## src/rtl/am_pkg.sv

```systemverilog
// Shared definitions for the AM modulator: FSM state encoding and the
// quarter-wave sine table used to build the carrier.
package am_pkg;

    typedef enum logic [2:0] {
        IDLE,
        SCALE,
        ENV,
        CARRIER,
        MULT,
        OUT
    } amState_t;

    // Entry i is round(127*sin((i+0.5)*pi/128)); the half-step offset keeps the table symmetric.
    localparam logic [6:0] SINE_LUT [0:63] = '{
        7'd2,   7'd5,   7'd8,   7'd11,  7'd14,  7'd17,  7'd20,  7'd23,
        7'd26,  7'd29,  7'd32,  7'd35,  7'd38,  7'd41,  7'd44,  7'd47,
        7'd50,  7'd53,  7'd56,  7'd58,  7'd61,  7'd64,  7'd67,  7'd69,
        7'd72,  7'd74,  7'd77,  7'd79,  7'd82,  7'd84,  7'd86,  7'd89,
        7'd91,  7'd93,  7'd95,  7'd97,  7'd99,  7'd101, 7'd103, 7'd105,
        7'd106, 7'd108, 7'd110, 7'd111, 7'd113, 7'd114, 7'd115, 7'd117,
        7'd118, 7'd119, 7'd120, 7'd121, 7'd122, 7'd123, 7'd124, 7'd124,
        7'd125, 7'd125, 7'd126, 7'd126, 7'd127, 7'd127, 7'd127, 7'd127
    };

    function automatic logic signed [7:0] carrierFromPhase(input logic [7:0] p);
        logic [5:0] idx;
        logic signed [7:0] mag;
        // Odd quadrants read the table backwards (63 - idx == ~idx); the lower half-wave is negated.
        idx = p[6] ? ~p[5:0] : p[5:0];
        mag = {1'b0, SINE_LUT[idx]};
        return p[7] ? -mag : mag;
    endfunction

endpackage

```

## src/rtl/serial_mult_su.sv

```systemverilog
// Serial shift-add multiplier: 8-bit signed times 8-bit unsigned, one partial
// product per clock, eight clocks after start.
module serial_mult_su (
    input  logic               CLK,
    input  logic               RSTb,
    input  logic               start_i,
    input  logic signed [7:0]  a_i,
    input  logic        [7:0]  b_i,
    output logic signed [15:0] product_o,
    output logic               done_o
);

    logic [15:0] mcand_q, mcand_d;
    logic [7:0]  mplier_q, mplier_d;
    logic [15:0] acc_q, acc_d;
    logic [2:0]  count_q, count_d;
    logic        run_q, run_d;

    // The signed multiplicand is sign-extended once and shifted left; the unsigned multiplier is consumed LSB first.
    always_comb begin
        mcand_d  = mcand_q;
        mplier_d = mplier_q;
        acc_d    = acc_q;
        count_d  = count_q;
        run_d    = run_q;
        if (start_i) begin
            mcand_d  = {{8{a_i[7]}}, a_i};
            mplier_d = b_i;
            acc_d    = '0;
            count_d  = '0;
            run_d    = 1'b1;
        end else if (run_q) begin
            if (mplier_q[0]) begin
                acc_d = acc_q + mcand_q;
            end
            mcand_d  = mcand_q << 1;
            mplier_d = mplier_q >> 1;
            count_d  = count_q + 3'd1;
            if (count_q == 3'd7) begin
                run_d = 1'b0;
            end
        end
    end

    always_ff @(posedge CLK) begin
        if (!RSTb) begin
            mcand_q  <= '0;
            mplier_q <= '0;
            acc_q    <= '0;
            count_q  <= '0;
            run_q    <= 1'b0;
        end else begin
            mcand_q  <= mcand_d;
            mplier_q <= mplier_d;
            acc_q    <= acc_d;
            count_q  <= count_d;
            run_q    <= run_d;
        end
    end

    // Done flags the clock whose edge performs the last step, so the caller can move on in step with it.
    assign done_o    = run_q && (count_q == 3'd7);
    assign product_o = acc_q;

endmodule

```

## src/rtl/am_mod_lite.sv

```systemverilog
// Lightweight AM modulator: scales audio by depth into an envelope, multiplies
// by a LUT sine carrier, and renders the result as a first-order PDM bitstream.
module am_mod_lite
    import am_pkg::*;
#(
    parameter int AUDIO_BITS = 16,
    parameter int PHASE_BITS = 24
) (
    input  logic                         CLK,
    input  logic                         RSTb,
    input  logic signed [AUDIO_BITS-1:0] audio_in,
    input  logic                         load_tick,
    input  logic        [PHASE_BITS-1:0] phase_inc,
    input  logic        [7:0]            mod_depth,
    output logic signed [AUDIO_BITS-1:0] rf_out,
    output logic                         out_tick,
    output logic                         busy,
    output logic                         pdm_out
);

    amState_t state_q, state_d;
    logic [PHASE_BITS-1:0] phaseInc_q, phaseInc_d;
    logic [PHASE_BITS-1:0] phase_q, phase_d;
    logic [7:0]            env_q, env_d;
    logic [15:0]           rfOut_q, rfOut_d;
    logic                  outTick_q, outTick_d;
    logic [15:0]           pdmAcc_q, pdmAcc_d;
    logic                  pdmOut_q, pdmOut_d;
    logic [16:0]           pdmSum;

    logic                  multStart;
    logic signed [7:0]     multA;
    logic [7:0]            multB;
    logic signed [15:0]    multProduct;
    logic                  multDone;

    serial_mult_su uMult (
        .CLK       (CLK),
        .RSTb      (RSTb),
        .start_i   (multStart),
        .a_i       (multA),
        .b_i       (multB),
        .product_o (multProduct),
        .done_o    (multDone)
    );

    // One multiplier serves both products: audio*depth is started on acceptance, envelope*carrier in CARRIER.
    always_comb begin
        state_d    = state_q;
        phaseInc_d = phaseInc_q;
        phase_d    = phase_q;
        env_d      = env_q;
        rfOut_d    = rfOut_q;
        outTick_d  = 1'b0;
        multStart  = 1'b0;
        multA      = 8'sd0;
        multB      = 8'd0;
        unique case (state_q)
            IDLE: begin
                if (load_tick) begin
                    multStart  = 1'b1;
                    multA      = audio_in[AUDIO_BITS-1 -: 8];
                    multB      = mod_depth;
                    phaseInc_d = phase_inc;
                    state_d    = SCALE;
                end
            end
            SCALE: begin
                if (multDone) begin
                    state_d = ENV;
                end
            end
            ENV: begin
                // Upper byte of the product is the floor-shifted scale; adding 128 recentres it unsigned.
                env_d   = multProduct[15:8] + 8'd128;
                state_d = CARRIER;
            end
            CARRIER: begin
                multStart = 1'b1;
                multA     = carrierFromPhase(phase_q[PHASE_BITS-1 -: 8]);
                multB     = env_q;
                phase_d   = phase_q + phaseInc_q;
                state_d   = MULT;
            end
            MULT: begin
                if (multDone) begin
                    state_d = OUT;
                end
            end
            OUT: begin
                rfOut_d   = multProduct;
                outTick_d = 1'b1;
                state_d   = IDLE;
            end
            default: state_d = IDLE;
        endcase
    end

    // Offset-binary accumulation: the carry rate equals (rf_out + 32768) / 65536.
    always_comb begin
        pdmSum   = {1'b0, pdmAcc_q} + {1'b0, rfOut_q ^ 16'h8000};
        pdmAcc_d = pdmSum[15:0];
        pdmOut_d = pdmSum[16];
    end

    always_ff @(posedge CLK) begin
        if (!RSTb) begin
            state_q    <= IDLE;
            phaseInc_q <= '0;
            phase_q    <= '0;
            env_q      <= '0;
            rfOut_q    <= '0;
            outTick_q  <= 1'b0;
            pdmAcc_q   <= '0;
            pdmOut_q   <= 1'b0;
        end else begin
            state_q    <= state_d;
            phaseInc_q <= phaseInc_d;
            phase_q    <= phase_d;
            env_q      <= env_d;
            rfOut_q    <= rfOut_d;
            outTick_q  <= outTick_d;
            pdmAcc_q   <= pdmAcc_d;
            pdmOut_q   <= pdmOut_d;
        end
    end

    assign rf_out   = rfOut_q;
    assign out_tick = outTick_q;
    assign busy     = (state_q != IDLE);
    assign pdm_out  = pdmOut_q;

endmodule
```

## config.mk

```make
export PLATFORM = sky130hd
export DESIGN_NAME = am_mod_lite
export DESIGN_NICKNAME = d
export VERILOG_FILES = /design/src/rtl/am_pkg.sv /design/src/rtl/serial_mult_su.sv /design/src/rtl/am_mod_lite.sv
export SDC_FILE = /design/constraint.sdc
export NUM_CORES = 1
export LEC_CHECK = 0
export ABC_AREA = 1
export CAP_MARGIN = 10
export CORE_MARGIN = 8
export CORE_UTILIZATION = 43
export DETAILED_ROUTE_END_ITERATION = 16
export GPL_TIMING_DRIVEN = 1
export HOLD_SLACK_MARGIN = 0.06
export MAX_ROUTING_LAYER = met4
export PLACE_DENSITY = 0.61
export SYNTH_ARGS = -nofsm -noshare
export SYNTH_HDL_FRONTEND = slang
export SYNTH_SLANG_ARGS = --single-unit
export TNS_END_PERCENT = 10
```

## constraint.sdc

```tcl
create_clock -name CLK -period 2.9 [get_ports CLK]
set_input_delay 0.58 -clock CLK [delete_from_list [all_inputs] [get_ports CLK]]
set_output_delay 0.58 -clock CLK [all_outputs]
set_load 0.02 [all_outputs]
```

== Yosys cells after proc, flatten, opt, wreduce, memory -nomap -nowiden ==
Memories as Yosys holds them, arrays and structs flattened.
Cells that the tools add are included.
Widths: inputs -> output; s select.

* Bits in registers: 137
* Bits in latches: 0
* RAM bits: 0
* ROM bits: 448
* Input bits: 51
* Output and inout bits: 19
* Memories kept: 1

* $add $sub $neg: 6
* $mul: 0
* Divide/modulo/power cells: 0
* Magnitude comparators: 1
* Eq/ne operators: 9
* Shift operators: 0
* Mux-type cells: 22
* Bitwise logic cells: 4
* Reduce and logical (&&, ||, !) cells: 8

{| class="wikitable"
|+ Memory list
! memory !! words !! width !! rd ports !! clocked after memory_dff !! write ports !! line !! RTL
|-
| (name not given) || 64 || 7 || 1 || 0 || 0 || am_pkg.sv:31 || <nowiki>mag = {1'b0, SINE_LUT[idx]};</nowiki>
|}

{| class="wikitable"
|+ Operators with widths
! kind !! count
|-
| $mux 8 || 5
|-
| $mux 16 || 2
|-
| $pmux 8 s2 || 2
|-
| $add 24x24->24 || 1
|-
| $add 16x16->17 || 1
|-
| $add 16x16->16 || 1
|-
| $pmux 3 s5 || 1
|-
| $mux 7 || 2
|-
| $eq 3x3->1 const B || 3
|-
| $mux 3 || 3
|-
| $add 8x8->8 const B || 1
|-
| $neg 7->8 || 1
|-
| $ge 7x7->1 const B || 1
|-
| $not 6->7 || 1
|-
| $eq 3x2->1 const B || 2
|-
| $mux 6 || 1
|-
| $ne 2x2->1 const B || 3
|-
| $not 6->6 || 1
|-
| $mux 1 || 5
|-
| $reduce_and 2->1 || 2
|-
| $add 3x1->3 const B || 1
|-
| $eq 3x1->1 const B || 1
|-
| $logic_not 3->1 || 1
|-
| $reduce_and 3->1 || 1
|-
| 6 further kinds || 7
|}

== Depth between registers and ports, before layout ==
Gate-level depths: netlist of run 1.

* Word-level depth: 10
* Gate-level depth with buffers: 18
* Depth with buffers taken out: 18

== Cells and area by module ==
Synthesis of run 1 repeated with hierarchy kept, for this count alone.

* Cell total of the unflattened synthesis: 1337
* Area total of the unflattened synthesis: 8853.5 um^2

{| class="wikitable"
|+ Modules (own cells, without submodules)
! module !! instances !! cells an instance !! area each (um^2) !! seq. area each (um^2)
|-
| am_mod_lite || 1 || 916 || 6097.1 || 1861.8
|-
| serial_mult_su || 1 || 421 || 2756.4 || 880.8
|}

== Worst setup path after synthesis of run 1 ==
No wires, ideal clock.

* Path kind: register -> register
* Start point: register phase_q[22]
* End point: register uMult.mcand_q[10]
* Library setup time: 109 ps
* Arrival: 2111 ps
* Required time: 2791 ps
* Setup slack: 680 ps
* Cell stages (with the launch flop): 16
* Cell sequence: dfxtp_1 > buf_6 > xor2_1 > ha_1 > inv_1 > nand3_1 > nand4_1 > nand3_1 > nand2_1 > nand2_1 > inv_1 > nand3_2 > o21ai_4 > nand3_1 > nand2_1 > inv_1

* Cells in the longest elaborated chain, start to end: 9

{| class="wikitable"
|+ RTL lines
! what !! line !! RTL
|-
| from (decl) || am_mod_lite.sv:23 || <nowiki>logic [PHASE_BITS-1:0] phase_q, phase_d;</nowiki>
|-
| from (signal assigned) || am_mod_lite.sv:119 || <nowiki>phase_q <= phase_d;</nowiki>
|-
| $mux 6 || am_pkg.sv:30 || <nowiki>idx = p[6] ? ~p[5:0] : p[5:0];</nowiki>
|-
| $not 6->7 (not written as such) || am_pkg.sv:31 ||
|-
| $mem_v2 64x7 || - ||
|-
| $mux 7 (not written as such) (2 in a row) || am_pkg.sv:31 ||
|-
| $neg 7->8 || am_pkg.sv:32 || <nowiki>return p[7] ? -mag : mag;</nowiki>
|-
| $mux 8 || am_pkg.sv:32 ||
|-
| $pmux 8 s2 || am_mod_lite.sv:58 || <nowiki>unique case (state_q)</nowiki>
|-
| $mux 16 || serial_mult_su.sv:26 || <nowiki>if (start_i) begin</nowiki>
|-
| to (signal assigned) || serial_mult_su.sv:53 || <nowiki>mcand_q <= mcand_d;</nowiki>
|-
| to (decl) || serial_mult_su.sv:13 || <nowiki>logic [15:0] mcand_q, mcand_d;</nowiki>
|}

Every way passes these cells. The select of a mux whose other input is x is not followed.
A chain may end at the register's enable or synchronous reset.

== Worst setup path after layout of run 1 ==
* Start point: register phase_q[22]
* End point: register uMult.mcand_q[13]

Same word-level chain as after synthesis.

==> key figures, run 1 <==
Status
  – Status: finished, final reports clean

Placement
  – Pre-CTS setup slack: 197 ps
  – Placer Congestion: 0.899
  – Placed Area: 9490 sq um
  – Post-DP HPWL: 16,200 um
  – PortBufs: 61
  – DP Cell Count: 1,566

Global route
  – Global-route wire length before repair: 37,000 um
  – GR Overflow Total: 0
  – Initial antenna violation count: 0
  – Largest net degree at the start of global routing: 66
  – Vias in the first global route: 7,675
  – GR Util All Layers: 0.188

Route
  – Avg WL per Cell: 13.7 um
  – # DRC: 0
  – Vias per cell: 5.08
  – Vias post-DR: 8,114
  – 1st-pass router iterations: 7
  – Post-DRT Antenna Nets: 0
  – DR iter-0 viols: 552
  – Final wirelength: 21,900 um

Yosys
  – Yosys top cell by area: dfxtp_1
  – Main area contributors after synthesis: dfxtp_1 32%, nand2_1 12%, ha_1 9.3%
  – Yosys top cell area share: 0.319
  – Cell count after synthesis: 1,264
  – Number of synthesized register bits: 137
  – Yosys warning total: 0
  – Post-synthesis sequential area ratio: 0.319
  – Distinct cells, synth: 45
  – Syn avg cell area: 6.80 sq um
  – Post-synth net total: 1,382
  – Mapped cell area: 8590 sq um

Min path
  – Hold Path Class: flop to flop
  – Hold-critical path depth: 2
  – Hold_sp: env_q[0]$_SDFFE_PN0N_
  – WHS Endpoint: env_q[0]$_SDFFE_PN0N_

Power and ir drop
  – Leak Pwr: 4.73 nW
  – Sw power: 0.00213 W
  – Int Pwr: 0.00412 W
  – Clock power share: 0.369
  – Share of total power in sequential cells: 0.361
  – Peak supply drop: 0.000406 V
  – Comb pwr share: 0.270
  – Net Sw Frac: 0.340
  – Power Density: 617 nW/um^2

Critical path
  – FF-to-FF setup slack: 340 ps
  – CP dominant cell by count: nand2_1
  – Crit path DAT: 2890 ps
  – Cell Chain, Critical Path: inv_2 > nand2_1 > nand2_2 > ha_1 > inv_1 > nand3_1 > nand2_1 > nand2_1 > nand2_1 > nand2_1 > nand2_1 > nand2_1 > nor2_2 > nand3_2 > o21ai_4 > nand3_1 > nand2_1 > inv_1
  – Crit Path Max Fanout: 9
  – Worst reg2reg path startpoint: phase_q[22]$_SDFFE_PN0P_
  – Setup crit end kind: flop
  – CP top delay family: simple AND/OR/NAND/NOR gates
  – Worst setup path class: flop to flop
  – CP Buf/Inv Count: 3
  – Worst path slowest cell: dfxtp_2
  – Crit Reg-Reg Endpoint: uMult.mcand_q[13]$_SDFFE_PN0P_
  – Critical path required time: 3230 ps
  – Crit path launch type: flop
  – CP peak stage delay: 460 ps
  – Worst R2R Path Depth: 18

Die
  – Die X: 157 um
  – Die H: 157 um
  – Die footprint: 24,800 sq um
  – Initial core utilization: 0.440
  – IO Pins: 70
  – FP Rows: 51
  – Core Footprint: 19,500 sq um

Clocking
  – CTS tree: done
  – Root Buffer: clkbuf_16
  – Total CTS buffers: 17
  – Clock transition at path regs: 60 ps
  – Worst-skew pair later-pin latency: 430 ps
  – CTS Sinks: 137
  – Max clock buf depth: 2
  – H-tree levels: 4

STA
  – Fin worst setup slack: 337 ps
  – Worst rel slew slack: 0.504
  – Hold_ws: 447 ps
  – Min cycle time layout: 2560 ps
  – Max-slew violations: 0
  – Tcrit/Tclk final: 0.884
  – Clock Skew: 11.7 ps
  – Final hold vios: 0
  – Maximum operating frequency: 390 MHz
  – Unrepaired setup endpoints after global routing: false
  – Setup TNS: 0 ps
  – Worst slew pin tran: 743 ps
  – Final setup viols: 0

Finish
  – Layout net count: 1,438
  – Design area: 10,100 sq um
  – Layout cells sized above 1: 0.0645
  – P&R area growth vs syn: 17.7%
  – Post-Layout Cell Count: 1,598
  – Commonest non-fill, non-tap cell in the layout: nand2_1
  – Most frequent cells in the layout: 271 x nand2_1, 156 x inv_1, 140 x a21oi_1
  – N_diodes: 0

Flow run
  – Max_cap viols: 0
## how the worst max path moves through the flow
stage | start | slack [ps] | to | cells past startpoint
after global placement | phase_q[22]$_SDFFE_PN0P_ | 240 | uMult.mcand_q[9]$_SDFFE_PN0P_ | 16
after CTS | phase_q[22]$_SDFFE_PN0P_ | 160 | uMult.mcand_q[13]$_SDFFE_PN0P_ | 18
after global routing | phase_q[22]$_SDFFE_PN0P_ | 20 | uMult.mcand_q[7]$_SDFFE_PN0P_ | 16
final | phase_q[22]$_SDFFE_PN0P_ | 340 | uMult.mcand_q[13]$_SDFFE_PN0P_ | 18
after floorplan | phase_q[22]$_SDFFE_PN0P_ | 680 | uMult.mcand_q[10]$_SDFFE_PN0P_ | 15
after detailed placement | phase_q[22]$_SDFFE_PN0P_ | 200 | uMult.mcand_q[8]$_SDFFE_PN0P_ | 18
## cell type report
cell class,count,area [sq um]
fill,2018,9410
multi-input combinational,922,5060
sequential,137,2740
timing repair buffer,81,756
inverter,161,604
clock buffer,20,457
tap,265,332
clock inverter,12,165
## routing by layer
metal  vias to the layer above  track usage  share of wire
li1                       4298            -              -
met3                        21       0.0315          0.041
met1                      3627        0.256           0.52
met4                         0       0.0539          0.012
met5                         -            -              0
met2                       168        0.281           0.43
## per-stage QoR
| stage | total power [W] | utilization |
|---|---|---|
| floorplan | 0.00350 | - |
| global placement | 0.00394 | 0.486 |
| detailed placement | 0.00396 | 0.486 |
| CTS | 0.00629 | 0.518 |
| global route | 0.00666 | 0.518 |
| finish | 0.00624 | 0.518 |
## worst reg2reg max path: cells and delay by family (launching register included)
kind | cells | cell delay (ps)
DFF | 1 | 460
and+or+nand+nor | 13 | 1240
AOI/OAI and AO/OA | 1 | 300
buffers and inverters | 3 | 230
adders and majority gates | 1 | 250
## registers in the layout (all words and copies together) (netlist names)
register	count
state_q	3
phase_q	24
rf_out	16
uMult.product_o	16
uMult.run_q	1
env_q	8
pdm_out	1
phaseInc_q	24
uMult.mcand_q	16
out_tick	1
uMult.count_q	3
pdmAcc_q	16
uMult.mplier_q	8
## cell usage after synthesis
cell,count
nor3_1,11
ha_1,64
a21oi_1,140
inv_1,156
o211ai_1,10
a21boi_0,2
o21ai_4,1
buf_1,3
fa_1,3
a211oi_1,4
a31oi_1,11
nand2_2,8
nand2_1,271
nor3_2,1
a41oi_1,2
nor2_4,1
o21ai_0,139
buf_6,3
xnor2_1,8
o2bb2ai_1,1
nor2_1,101
mux2i_1,1
nand2_4,5
buf_4,1
inv_2,5
o221ai_1,1
or2_2,4
o21bai_1,10
dfxtp_1,137
a21o_1,3
clkbuf_1,35
nand3_2,4
and3_1,1
nand4_1,7
a22o_1,1
o31ai_1,4
xnor2_2,2
o2111ai_1,1
o21a_1,7
xor2_1,20
buf_2,2
nor2_2,2
a221oi_1,1
nor4_1,1
nand3_1,69
## power by group through the flow
stage	sequential [W]	clock, W	combinational [W]
floorplan	0.00224	0	0.00126
global placement	0.00229	0	0.00165
detailed placement	0.00229	0	0.00167
CTS	0.00225	0.00235	0.00168
global route	0.00228	0.00244	0.00194
finish	0.00225	0.00231	0.00168
## what timing repair did
item / in CTS / in global routing
endpoints found under the setup margin: 0 / 13
hold buffers: 0 / 0
resized for setup: 0 / 1
setup buffers: 0 / 0
## cell families (layout without fill, tap and decap cells)
group	count (synthesis)	after routing	synth area share
flops	137	137	0.319
xor+xnor	30	30	0.0323
simple gates	486	486	0.240
fa+ha+maj	67	67	0.100
mux	1	1	0.00117
buf+inv	205	274	0.0929
compound gates	338	338	0.215
No activity file was read; power rests on OpenSTA's default activity.
==> run 2: changes to the inputs <==
--- a/config.mk
+++ b/config.mk
@@ -7,7 +7,7 @@
 export LEC_CHECK = 0
 export ABC_AREA = 1
 export CAP_MARGIN = 10
-export CORE_MARGIN = 8
+export CORE_MARGIN = 3
 export CORE_UTILIZATION = 43
 export DETAILED_ROUTE_END_ITERATION = 16
 export GPL_TIMING_DRIVEN = 1
==> key figures, run 2 (synthesis gave the netlist of run 1 again) <==
STA
  – Min cycle time layout: 2550 ps
  – Worst rel slew slack: 0.528
  – Tcrit/Tclk final: 0.880
  – Final setup viols: 0
  – Clock Skew: 18.4 ps
  – Final hold vios: 0
  – Max-slew violations: 0
  – Setup TNS: 0 ps
  – Maximum operating frequency: 392 MHz
  – Worst slew pin tran: 708 ps
  – Unrepaired setup endpoints after global routing: false

Critical path
  – Crit path launch type: flop
  – CP peak stage delay: 460 ps
  – Critical path depth in cells: 18
  – Crit Path Max Fanout: 9
  – CP top delay family: simple AND/OR/NAND/NOR gates
  – Worst setup path class: flop to flop
  – Critical path required time: 3220 ps
  – CP Buf/Inv Count: 3
  – Worst path slowest cell: dfxtp_2
  – CP dominant cell by count: nand2_1
  – Worst R2R Path Depth: 18
  – Cell Chain, Critical Path: inv_2 > nand2_1 > nand2_2 > ha_1 > inv_1 > nand3_1 > nand2_1 > nand2_1 > nand2_1 > nand2_1 > nand2_1 > nand2_1 > nor2_2 > nand3_2 > o21ai_4 > nand3_1 > nand2_1 > inv_1
  – Crit path DAT: 2870 ps
  – Setup crit end kind: flop

Finish
  – P&R area growth vs syn: 17.6%
  – Top Registers: phaseInc_q x24, phase_q x24
  – Most frequent cells in the layout: 271 x nand2_1, 156 x inv_1, 140 x a21oi_1
  – Fill cell count: 2,014
  – Reg area: 2740 sq um
  – Layout cells sized above 1: 0.0625
  – N_diodes: 0
  – Layout net count: 1,434
  – Multi-input logic area: 5060 sq um
  – Commonest non-fill, non-tap cell in the layout: nand2_1
  – Core Util, Final: 0.517

Route
  – Post-DRT Antenna Nets: 0
  – Vias per cell: 5.08
  – # DRC: 0
  – DR WL met2: 8880 um
  – Avg WL per Cell: 13.5 um
  – Final wirelength: 21,500 um
  – Met1 wire length: 11,300 um
  – Uppermost layer routed: met4
  – DR WL met3: 909 um
  – DR iter-0 viols: 434
  – 1st-pass router iterations: 5
  – Vias post-DR: 8,105

Global route
  – GR Overflow Total: 0
  – GR Util All Layers: 0.208
  – Vias in the first global route: 7,512
  – Global-route wire length before repair: 36,400 um
  – Initial antenna violation count: 0
  – Largest net degree at the start of global routing: 66

Power and ir drop
  – Power Density: 617 nW/um^2
  – Overall power: 0.00623 W
  – Leak Pwr: 4.71 nW
  – Peak supply drop: 0.000443 V

Min path
  – Hold-critical path depth: 2
  – Hold Path Class: flop to flop

Clocking
  – Worst-skew pair later-pin latency: 420 ps
  – Clock transition at path regs: 60 ps
  – Max clock buf depth: 2
  – Total CTS buffers: 17
  – Root Buffer: clkbuf_16
  – CTS tree: done
  – H-tree levels: 4
  – CTS Sinks: 137
  – Hold_buf cts: 0

Placement
  – PortBufs: 61
  – Post-DP HPWL: 15,800 um
  – Placer Congestion: 0.875

Die
  – IO Pins: 70
  – Die X: 147 um
  – FP Rows: 51
  – Initial core utilization: 0.440
  – Die footprint: 21,700 sq um
  – Core Footprint: 19,500 sq um
  – Die H: 147 um

Flow run
  – Max_cap viols: 0

Status
  – Status: finished, final reports clean
-- run 2: through the flow --
step | instance area (sq um) | setup WS (ps) | cells | hold WS, ps
after global placement | 9460 | 231 | 1562 | 436
after floorplan | 8590 | 680 | 1264 | 424
after global routing | 10100 | 63.9 | 1594 | 474
after detailed placement | 9460 | 215 | 1562 | 439
after CTS | 10100 | 196 | 1594 | 452
final | 10100 | 349 | 1594 | 451
-- run 2: cell type report --
type / count / share of cell area
Sequential cell: 137 / 0.272
Inverter: 161 / 0.0598
Multi-Input combinational cell: 922 / 0.501
Clock buffer: 21 / 0.0466
Clock inverter: 11 / 0.0159
Tap cell: 265 / 0.0328
Timing Repair Buffer: 77 / 0.0719
-- run 2: power breakdown --
| group | internal, W | switching, W |
|---|---|---|
| registers | 0.00210 | 0.000167 |
| clock network | 0.00144 | 0.000869 |
| logic | 0.000600 | 0.00106 |
| total | 0.00413 | 0.00210 |
-- run 2: repair_timing --
action                     4_1_cts  5_1_grt
setup buffers                    0        0
setup endpoints to repair        0       10
gates resized for setup          0        2
-- run 2: tightest hold or removal path, delay by kind of cell (launching register included) --
kind | cells | cell delay [ps]
AO/OA/AOI/OAI | 1 | 50
buffers and inverters | 1 | 50
flip-flops | 1 | 310
-- run 2: path summary, 6_finish.rpt --
kind                                  from                             end  slack (ps)
setup / recovery  phase_q[22]$_SDFFE_PN0P_  uMult.mcand_q[12]$_SDFFE_PN0P_         350
hold / removal       env_q[3]$_SDFFE_PN0N_           env_q[3]$_SDFFE_PN0N_         450
setup reg to reg  phase_q[22]$_SDFFE_PN0P_  uMult.mcand_q[12]$_SDFFE_PN0P_         350
hold reg to reg      env_q[3]$_SDFFE_PN0N_           env_q[3]$_SDFFE_PN0N_         450
-- run 2: layer usage --
layer  GRT usage  vias to the layer above
li1            -                     4287
met5           -                        -
met4      0.0606                        0
met3      0.0395                       30
met1       0.292                     3624
met2       0.307                      164
